===== src/rtl/mul_unit.sv =====
// Iterative shift-add MUL/MLA unit: one multiplier bit per cycle over WIDTH cycles,
// followed by a single register-file write-back cycle on port 3.
module mul_unit #(
  parameter int WIDTH      = 32,
  parameter int ADDR_WIDTH = 4
) (
  input  logic                  clk,
  input  logic                  reset,
  input  logic                  start,
  input  logic                  accumulate,
  input  logic [ADDR_WIDTH-1:0] rd_dest,
  input  logic [WIDTH-1:0]      op_a,
  input  logic [WIDTH-1:0]      op_b,
  input  logic [WIDTH-1:0]      op_acc,
  output logic                  busy,
  output logic                  done,
  output logic                  we3,
  output logic [ADDR_WIDTH-1:0] wa3,
  output logic [WIDTH-1:0]      wd3,
  output logic                  res_n,
  output logic                  res_z
);

  // Handshake: start is a request that is taken only while busy=0 (IDLE);
  // busy=1 means any start is dropped, there is no queueing.
  localparam int CW = $clog2(WIDTH) + 1;
  localparam logic [CW-1:0] LAST = CW'(WIDTH - 1);

  typedef enum logic [1:0] {
    S_IDLE = 2'd0,
    S_CALC = 2'd1,
    S_WB   = 2'd2
  } state_t;

  state_t state, state_nx;

  logic [WIDTH-1:0]      mcand;
  logic [WIDTH-1:0]      mplier;
  logic [WIDTH-1:0]      prod;
  logic [ADDR_WIDTH-1:0] dest;
  logic [CW-1:0]         count;

  always_ff @(posedge clk or posedge reset) begin
    if (reset) state <= S_IDLE;
    else       state <= state_nx;
  end

  always_comb begin
    state_nx = state;
    case (state)
      S_IDLE:  if (start) state_nx = S_CALC;
      S_CALC:  if (count == LAST) state_nx = S_WB;
      S_WB:    state_nx = S_IDLE;
      default: state_nx = S_IDLE;
    endcase
  end

  // Fixed WIDTH iterations with no early exit keeps latency data-independent.
  always_ff @(posedge clk or posedge reset) begin
    if (reset) begin
      mcand  <= '0;
      mplier <= '0;
      prod   <= '0;
      dest   <= '0;
      count  <= '0;
    end else begin
      case (state)
        S_IDLE: begin
          if (start) begin
            mcand  <= op_a;
            mplier <= op_b;
            dest   <= rd_dest;
            prod   <= accumulate ? op_acc : '0;
            count  <= '0;
          end
        end
        S_CALC: begin
          if (mplier[0]) prod <= prod + mcand;
          mcand  <= mcand << 1;
          mplier <= mplier >> 1;
          count  <= count + 1'b1;
        end
        default: ;
      endcase
    end
  end

  assign busy  = (state != S_IDLE);
  assign we3   = (state == S_WB);
  assign done  = (state == S_WB);
  assign wa3   = dest;
  assign wd3   = prod;
  assign res_n = prod[WIDTH-1];
  assign res_z = (prod == '0);

endmodule

===== config.mk =====
export PLATFORM = sky130hd
export DESIGN_NAME = mul_unit
export DESIGN_NICKNAME = d
export VERILOG_FILES = /design/src/rtl/mul_unit.sv
export SDC_FILE = /design/constraint.sdc
export NUM_CORES = 1
export LEC_CHECK = 0
export BUFFER_PORTS_ARGS = -buffer_cell sky130_fd_sc_hd__buf_2
export CAP_MARGIN = 30
export CORE_MARGIN = 4
export CORE_UTILIZATION = 35
export DETAILED_ROUTE_END_ITERATION = 8
export SETUP_SLACK_MARGIN = 0.05
export SLEW_MARGIN = 20
export SYNTH_ARGS = -nofsm -noshare
export SYNTH_HDL_FRONTEND = slang
export SYNTH_SLANG_ARGS = --single-unit

===== constraint.sdc =====
create_clock -name clk -period 4.1 [get_ports clk]
set_input_delay 0.205 -clock clk [delete_from_list [all_inputs] [get_ports clk]]
set_output_delay 0.205 -clock clk [all_outputs]
set_load 0.05 [all_outputs]

=== After elaboration in Yosys (flattened, before gate mapping) ===
Cells that the tools add are included.

* Mux-type cells: 13
* Reductions and logical operators: 8
* Equality and inequality tests: 6
* $add $sub $neg: 2

{| class="wikitable"
|+ Operators with widths
! cell !! number
|-
| 32-bit case mux with 2 select lines || 3
|-
| 32-bit 2-to-1 mux || 5
|-
| 32-bit adder || 1
|-
| 32-bit zero test || 1
|-
| 6-bit case mux with 2 select lines || 1
|-
| 6-bit by 1-bit adder with 6-bit output (second input constant) || 1
|-
| 6-bit by 5-bit == test with 1-bit output (second input constant) || 1
|-
| 6-bit 2-to-1 mux || 1
|-
| 2-bit != test (second input constant) || 3
|-
| 2-bit AND reduction || 3
|-
| 2-bit 2-to-1 mux || 2
|-
| 2-bit case mux with 2 select lines || 1
|-
| 2-bit nonzero test || 2
|-
| 3-bit AND reduction || 1
|-
| 2-bit by 1-bit == test with 1-bit output (second input constant) || 1
|-
| 2-bit == test (second input constant) || 1
|-
| 2-bit zero test || 1
|}

* Register bits: 108
* Word-level logic and storage cells: 35
* Input port bits: 104

=== Depth between registers and ports, before layout ===
Gate-level depths: netlist (run 1).

* Word-level depth: 3
* Gate-level depth with buffers: 10

=== Least setup slack after synthesis (run 1) ===
OpenSTA, ideal clock, no wires.

* Kind: reg-to-reg
* Start: register prod[0], in the netlist wd3[0]
* End: register prod[24], in the netlist wd3[24]
* Clock period less this slack: 2767 ps
* Data required time: 3974 ps
* Library setup time: 126 ps
* Path buffers: 0
* Slack: 1333 ps
* Arrival: 2641 ps
* Stages on the path, launching flop included: 11
* Cell sequence: dfrtp_1 ha_1 fa_1 a21oi_1 o22ai_2 o211ai_4 a2111oi_4 nor2_2 o21bai_2 xnor2_1 a221o_1

* Longest elaborated chain between the ends: 3

{| class="wikitable"
|+ RTL lines
! element !! RTL line !! text
|-
| start: declaration || 39 || <nowiki>logic [WIDTH-1:0] prod;</nowiki>
|-
| start signal: assignment || 73 || <nowiki>prod <= accumulate ? op_acc : '0;</nowiki>
|-
| start signal: assignment || 78 || <nowiki>if (mplier[0]) prod <= prod + mcand;</nowiki>
|-
| 32-bit adder || 78 ||
|-
| 32-bit 2-to-1 mux || 78 ||
|-
| 32-bit case mux with 2 select lines || 67 || <nowiki>case (state)</nowiki>
|}

Every way passes these cells. The select of a mux whose other input is x is not followed.
A chain may end at the register's enable or synchronous reset.

=== Worst setup path after layout (run 1) ===
* Start: register prod[0], in the netlist wd3[0]
* End: register prod[30], in the netlist wd3[30]

Same word-level chain as after synthesis.

==> out/metrics.yaml, run 1 <==
power:
  total_power_mw: 7.51
  p_leak_nw: 3.52
  peakVddDrop_v: 0.000480
  power_density_mw_per_mm2: 984
grt:
  grt_pass1_wl_mm: 30.8
  grt_pass1_vias: 5793
  grt_use_total: 0.188
  overflow: 0
  grt_max_degree: 69
  antenna_found_initial: 5
final_layout:
  insertedDiodeCount: 0
  fillers: 1846
  drive_above_1_share: 0.223
  area_growth_pct: 18.8
  stdcell_area_sq_mm: 0.00763
  utilization: 0.423
  fin_nets: 1010
route:
  num_vias: 5923
  ant_nets: 0
  drc: 0
  vias_per_cell: 5.35
  routedWlPerCell_um: 17.2
  drtIter0Drc: 259
  first_pass_iters: 5
  wl_mm: 19.1
synthesis:
  yosysUniqueCellTypes: 63
  syn_inst: 754
  synth-compound-area-share: 0.228
  synth-simple-area-share: 0.208
  synth_most_common_cell: "nor2_1"
  synthesis.area_sq_mm: 0.00642
  synth_warnings: 0
  synth_top_family_by_area: "compound AO/OA/AOI/OAI gates"
  postSynthAreaPerCell_sq_um: 8.52
  synth_flop_cell: "dfrtp_1"
  yosys.area_share.adder: 0.0654
  async_flop_share: 1.00
  synthXorXnorAreaFrac: 0.0314
  ys_seq_area_frac: 0.421
  synth.area.mux_share: 0.00779
  syn_nets: 891
  synth_edf_count: 0
  synth_top_area_share: 0.421
  synth_top_area_cell: "dfrtp_1"
  synth.area.top_cells: "dfrtp_1, nor2_1, ha_1"
  synth_seq_cells: 108
  synth_commonest_cells: "nor2_1, dfrtp_1, nand2_1"
critical_path:
  crit_top_cell: "a21oi_2"
  crit_type: "reg -> reg"
  regToRegSetupSlack_ns: 1.32
  cp-end-kind: "flip-flop"
  cp-start-kind: "flip-flop"
  path_cells: "ha_1 > fa_1 > a21oi_1 > o22ai_2 > o211ai_4 > a21oi_2 > a21oi_2 > o21ai_1 > mux2i_1 > a221oi_1"
  cp_max_fo: 4
  crit_arrival_ns: 3.04
  rr_endpoint: "wd3[30]"
  cpPeakStageDelay_ns: 0.42
  crit_slowest_cell: "dfrtp_1"
  cp.required_ns: 4.36
  reg2reg_depth: 10
  rr_startpoint: "wd3[0]"
clock_tree:
  clockRootBuffer: "clkbuf_16"
  htreeDepth: 3
  clk_pin_slew_ns: 0.09
  clkSinkCount: 108
  cts_tree: "yes"
  cts_made_buffers: 9
  clock_path_buffers: 2
  postCtsSetupRepairBufs: 0
  insertion_delay_ns: 0.37
place:
  dp_hpwl_mm: 13.8
  gp_congestion: 0.849
  dpl_cell_area_sq_mm: 0.00730
  io_buffers: 144
floorplanning:
  die_area_sq_mm: 0.0206
  chipWidth_um: 143
  coreArea_sq_mm: 0.0180
  row_count: 49
  start_util: 0.356
  ios: 145
  die_height_um: 143
hold_path:
  hold_depth: 3
  min_from: "rd_dest[1]"
  holdPathEnd: "wa3[1]"
  hold_class: "in -> reg"
timing:
  fin_crit_sh: 0.679
  final-max-slew-violation-count: 0
  setup_viol: 0
  slew_headroom: 0.382
  worst_slew_pin_slew_ns: 0.927
  fin_skew_ns: 0.0119
  fmax_mhz: 359
  hold_viol: 0
  period_minus_slack_ns: 2.78
  rsz0062_at_grt: "false"
  fin_setup_tns_ns: 0
flow_run:
  maxCapViolations: 0
status:
  status: "complete, no violations"
==> power by group <==
part	internal (mW)	switching [mW]
logic	1.73	2.83
registers	1.56	0.463
clock network	0.442	0.482
==> worst max-delay path: cells and delay by family, from the launching register on <==
| family | cells | cell delay, ns |
|---|---|---|
| compound gates | 7 | 1.48 |
| fa+ha+maj | 2 | 0.67 |
| mux | 1 | 0.13 |
| flops | 1 | 0.42 |
==> logic make-up after synthesis <==
kind of cell | count (synthesis)
DFF | 108
adders and majority gates | 33
buffers and inverters | 56
xor gates and xnor gates | 23
muxes | 5
AOI/OAI and AO/OA | 220
and+or+nand+nor | 309
==> stage by stage <==
stage,setup WS (ns),instances,hold slack [ns]
after global placement,1.42,1090,0.270
after detailed placement,1.38,1090,0.266
after global routing,1.16,1107,0.0296
final,1.32,1107,0.0211
after floorplan,1.05,754,0.310
after CTS,1.34,1107,0.0119
==> routing by layer <==
metal,vias to the layer above,track usage,routed length [um]
li1,2942,-,-
met1,2787,0.250,8800
met2,148,0.303,8710
met3,36,0.0493,1160
met4,10,0.0520,332
met5,-,0,61
==> worst max path at each step <==
stage                       from        to  slack, ns  cells after the start
after global routing      wd3[0]   wd3[30]       1.16                     10
after detailed placement  wd3[0]   wd3[24]       1.38                     10
after floorplan            reset  count[0]       1.05                      1
final                     wd3[0]   wd3[30]       1.32                     10
after CTS                 wd3[0]   wd3[24]       1.34                     10
after global placement    wd3[0]   wd3[24]       1.42                     10
==> state kept, by name, summed over array words and instances, names as in the netlist <==
name    cells
mcand      32
mplier     32
wd3        32
count       6
wa3         4
state       2
==> cell usage in the layout, fill, tap and decap left out, types with 9 or more instances in the layout <==
| cell type | n |
|---|---|
| o22ai_1 | 46 |
| nor2_1 | 141 |
| a22oi_1 | 18 |
| dfrtp_1 | 108 |
| a221oi_1 | 10 |
| a31oi_1 | 12 |
| buf_2 | 144 |
| nand2_1 | 95 |
| nor4_1 | 10 |
| o21ai_0 | 31 |
| ha_1 | 32 |
| inv_1 | 10 |
| clkbuf_16 | 9 |
| and3_1 | 12 |
| a21oi_1 | 46 |
| xnor2_1 | 20 |
| nand3_1 | 16 |
==> layout make-up <==
cell class | instances | area (sq um) | share of cell area
clock buffers | 9 | 225 | 0.0295
clock inverters | 7 | 93.8 | 0.0123
inverters | 11 | 43.8 | 0.00574
multi-input cells | 590 | 3490 | 0.457
flip-flops and latches | 108 | 2700 | 0.354
well taps | 229 | 287 | 0.0375
repair buffers | 153 | 791 | 0.104
==> timing repair <==
action                                  in CTS  in global routing
endpoints found under the setup margin       0                  0
endpoints found under the hold margin       36                  0
gates resized for setup                      0                  0
hold buffers                                 1                  0
(Power assumes the default switching activity.)
==> run 2: changes to the inputs <==
- ABC_AREA: unset -> 1
- clock period: 4.1 -> 2.4 ns (I/O delays scaled with it)
==> out/metrics.yaml, run 2 <==
final_layout:
  mostFrequentLayoutCell: "nand2_1"
  area_growth_pct: 22.7
  drive_above_1_share: 0.157  # -0.0664
  final_cell_mix: "nand2_1, inv_1, buf_2"
  fin_nets: 1324  # +31%
critical_path:
  critPathBufInv: 2  # +2
  cp.required_ns: 2.28  # -2.08 ns
  crit_arrival_ns: 2.08  # -0.96 ns
  cp-end-kind: "output port"
  cp-start-kind: "flip-flop"
  crit_type: "reg -> out"
  cpPeakStageDelay_ns: 0.53  # +0.11 ns
  path_cells: "buf_4 > or4_1 > nor4_2 > buf_2"
  cp_max_fo: 3  # -1
  crit_family: "simple AND/OR/NAND/NOR gates"
  crit_slowest_cell: "or4_1"
flow_run:
  maxCapViolations: 0  # unchanged
timing:
  fmax_mhz: 455
  fin_setup_tns_ns: 0  # unchanged
  fin_skew_ns: 0.0113  # -0.000684 ns
  setup_viol: 0  # unchanged
  rsz0062_at_grt: "true"
  hold_viol: 0  # unchanged
  final-max-slew-violation-count: 0  # unchanged
  period_minus_slack_ns: 2.20
  fin_crit_sh: 0.915
  slew_headroom: 0.646  # +0.264
  worst_slew_pin_slew_ns: 0.531  # -0.396 ns
  holdWs_ns: 0.00221  # -0.0189 ns
route:
  wl_mm: 22.5  # +18%
  ant_nets: 0  # unchanged
  drtIter0Drc: 423  # +63%
  first_pass_iters: 4  # -1
  vias_per_cell: 4.90  # -8.4%
  routedWlPerCell_um: 15.4  # -10%
  drc: 0  # unchanged
  num_vias: 7148  # +21%
grt:
  grt_pass1_vias: 6878  # +19%
  grt_max_degree: 63  # -8.7%
  grt_pass1_wl_mm: 35.5  # +15%
  antenna_found_initial: 3  # -2
  overflow: 0  # unchanged
  grt_use_total: 0.200  # +0.0128
synthesis:
  async_flop_share: 1.00  # unchanged
  yosysUniqueCellTypes: 31  # -51%
  ys_seq_area_frac: 0.384  # -0.0367
  synth_top_area_share: 0.384  # -0.0367
  postSynthAreaPerCell_sq_um: 6.84  # -20%
  synth_flop_cell: "dfrtp_1"
  synth.area.top_cells: "dfrtp_1, nand2_1, a21oi_1"
  synth_seq_cells: 108  # unchanged
  syn_inst: 1029  # +36%
  synth_edf_count: 0  # unchanged
  synth_commonest_cells: "nand2_1, inv_1, a21oi_1"
  synth_warnings: 0  # unchanged
  synth_top_area_cell: "dfrtp_1"
  syn_nets: 1166  # +31%
  synth_most_common_cell: "nand2_1"
  synthesis.area_sq_mm: 0.00704  # +9.5%
clock_tree:
  clock_path_buffers: 2  # unchanged
  clk_pin_slew_ns: 0.08  # about the same
  clockRootBuffer: "clkbuf_16"
  postCtsSetupRepairBufs: 0  # unchanged
  insertion_delay_ns: 0.36  # about the same
  cts_made_buffers: 9  # unchanged
  cts_tree: "yes"
  clkSinkCount: 108  # unchanged
  htreeDepth: 3  # unchanged
place:
  io_buffers: 144  # unchanged
  dp_hpwl_mm: 17.1  # +25%
  gp_congestion: 0.979  # +15%
status:
  status: "complete, no violations"
floorplanning:
  coreArea_sq_mm: 0.0196  # +8.7%
  start_util: 0.359  # +0.00282
  ios: 145  # unchanged
  chipWidth_um: 150  # +4.4%
  die_height_um: 150  # +4.4%
  row_count: 51  # +4.1%
  die_area_sq_mm: 0.0224  # +9.0%
power:
  p_leak_nw: 4.73  # +34%
  power_density_mw_per_mm2: 1760  # +79%
  peakVddDrop_v: 0.000624  # +30%
hold_path:
  hold_class: "in -> reg"
[run 2: stage by stage]
step           total power [mW]  std cells  area (sq um)  utilization  setup WS, ns
3_5_place_dp               13.6       1419          8100        0.413         0.218
5_1_grt                    16.7       1458          8630        0.441        0.0393
2_1_floorplan              11.0       1029          7050            -         0.150
6_report                   15.2       1458          8630        0.441         0.204
4_1_cts                    15.2       1457          8620        0.440        0.0803
3_3_place_gp               13.5       1419          8100        0.413         0.276
[run 2: layer usage]
layer,share of wire,wire length (um),vias to the layer above,track usage
met2,0.47,10600,160,0.323
met1,0.45,10200,3320,0.271
met5,0.0011,24,-,0
li1,-,-,3634,-
met3,0.054,1230,30,0.0391
met4,0.020,450,4,0.0668
[run 2: cell type report]
type	instances	area, sq um
antenna	1	2.50
sequential	108	2700
clock buffer	9	225
tap	265	332
clock inverter	7	80.1
multi-input combinational	712	3540
timing repair buffer	181	1090
inverter	175	661
fill	2053	11000
[run 2: what timing repair did]
action	CTS	global route
resized for setup	0	2
hold endpoints to repair	39	0
endpoints found under the setup margin	0	4
hold buffers	22	0
[run 2: power by group]
group,leakage (nW),total [mW],internal (mW),switching [mW]
Combinational,3.32,10.0,3.29,6.74
Clock,0.146,1.56,0.745,0.812
Sequential,1.26,3.62,2.76,0.857
[run 2: cells by family (layout without fill, tap and decap cells)]
| logic type | count (synthesis) | in the layout | share of synthesized area |
|---|---|---|---|
| buffers and inverters | 209 | 372 | 0.116 |
| other | 0 | 1 | 0 |
| adder cells (fa/ha/maj) | 33 | 33 | 0.0597 |
| AO/OA/AOI/OAI | 213 | 213 | 0.167 |
| XOR/XNOR | 5 | 5 | 0.00622 |
| AND/OR/NAND/NOR | 461 | 461 | 0.268 |
| flip-flops | 108 | 108 | 0.384 |
[run 2: worst paths after layout]
kind                            startpoint         to  slack [ns]  cells past startpoint
worst max-delay path               wd3[24]      res_z        0.20                      4
min in group asynchronous            reset    wd3[30]        0.34                      3
max in group asynchronous            reset     wd3[0]        1.39                      4
worst min-delay path              op_a[26]  mcand[26]       0.002                      3
worst min register to register    count[5]   state[1]        0.46                      1
worst max register to register      wd3[0]    wd3[28]        0.27                     11
[run 2: worst register-to-register path, cell delays in order, from the launching register on]
cell	delay, ns
dfrtp_1	0.42
ha_1	0.27
fa_2	0.39
nand3_1	0.10
nand3_1	0.14
nand3_1	0.11
nand3_1	0.16
nand2_1	0.12
nand2_1	0.06
nand2_1	0.07
nand3_1	0.07
a21oi_1	0.14
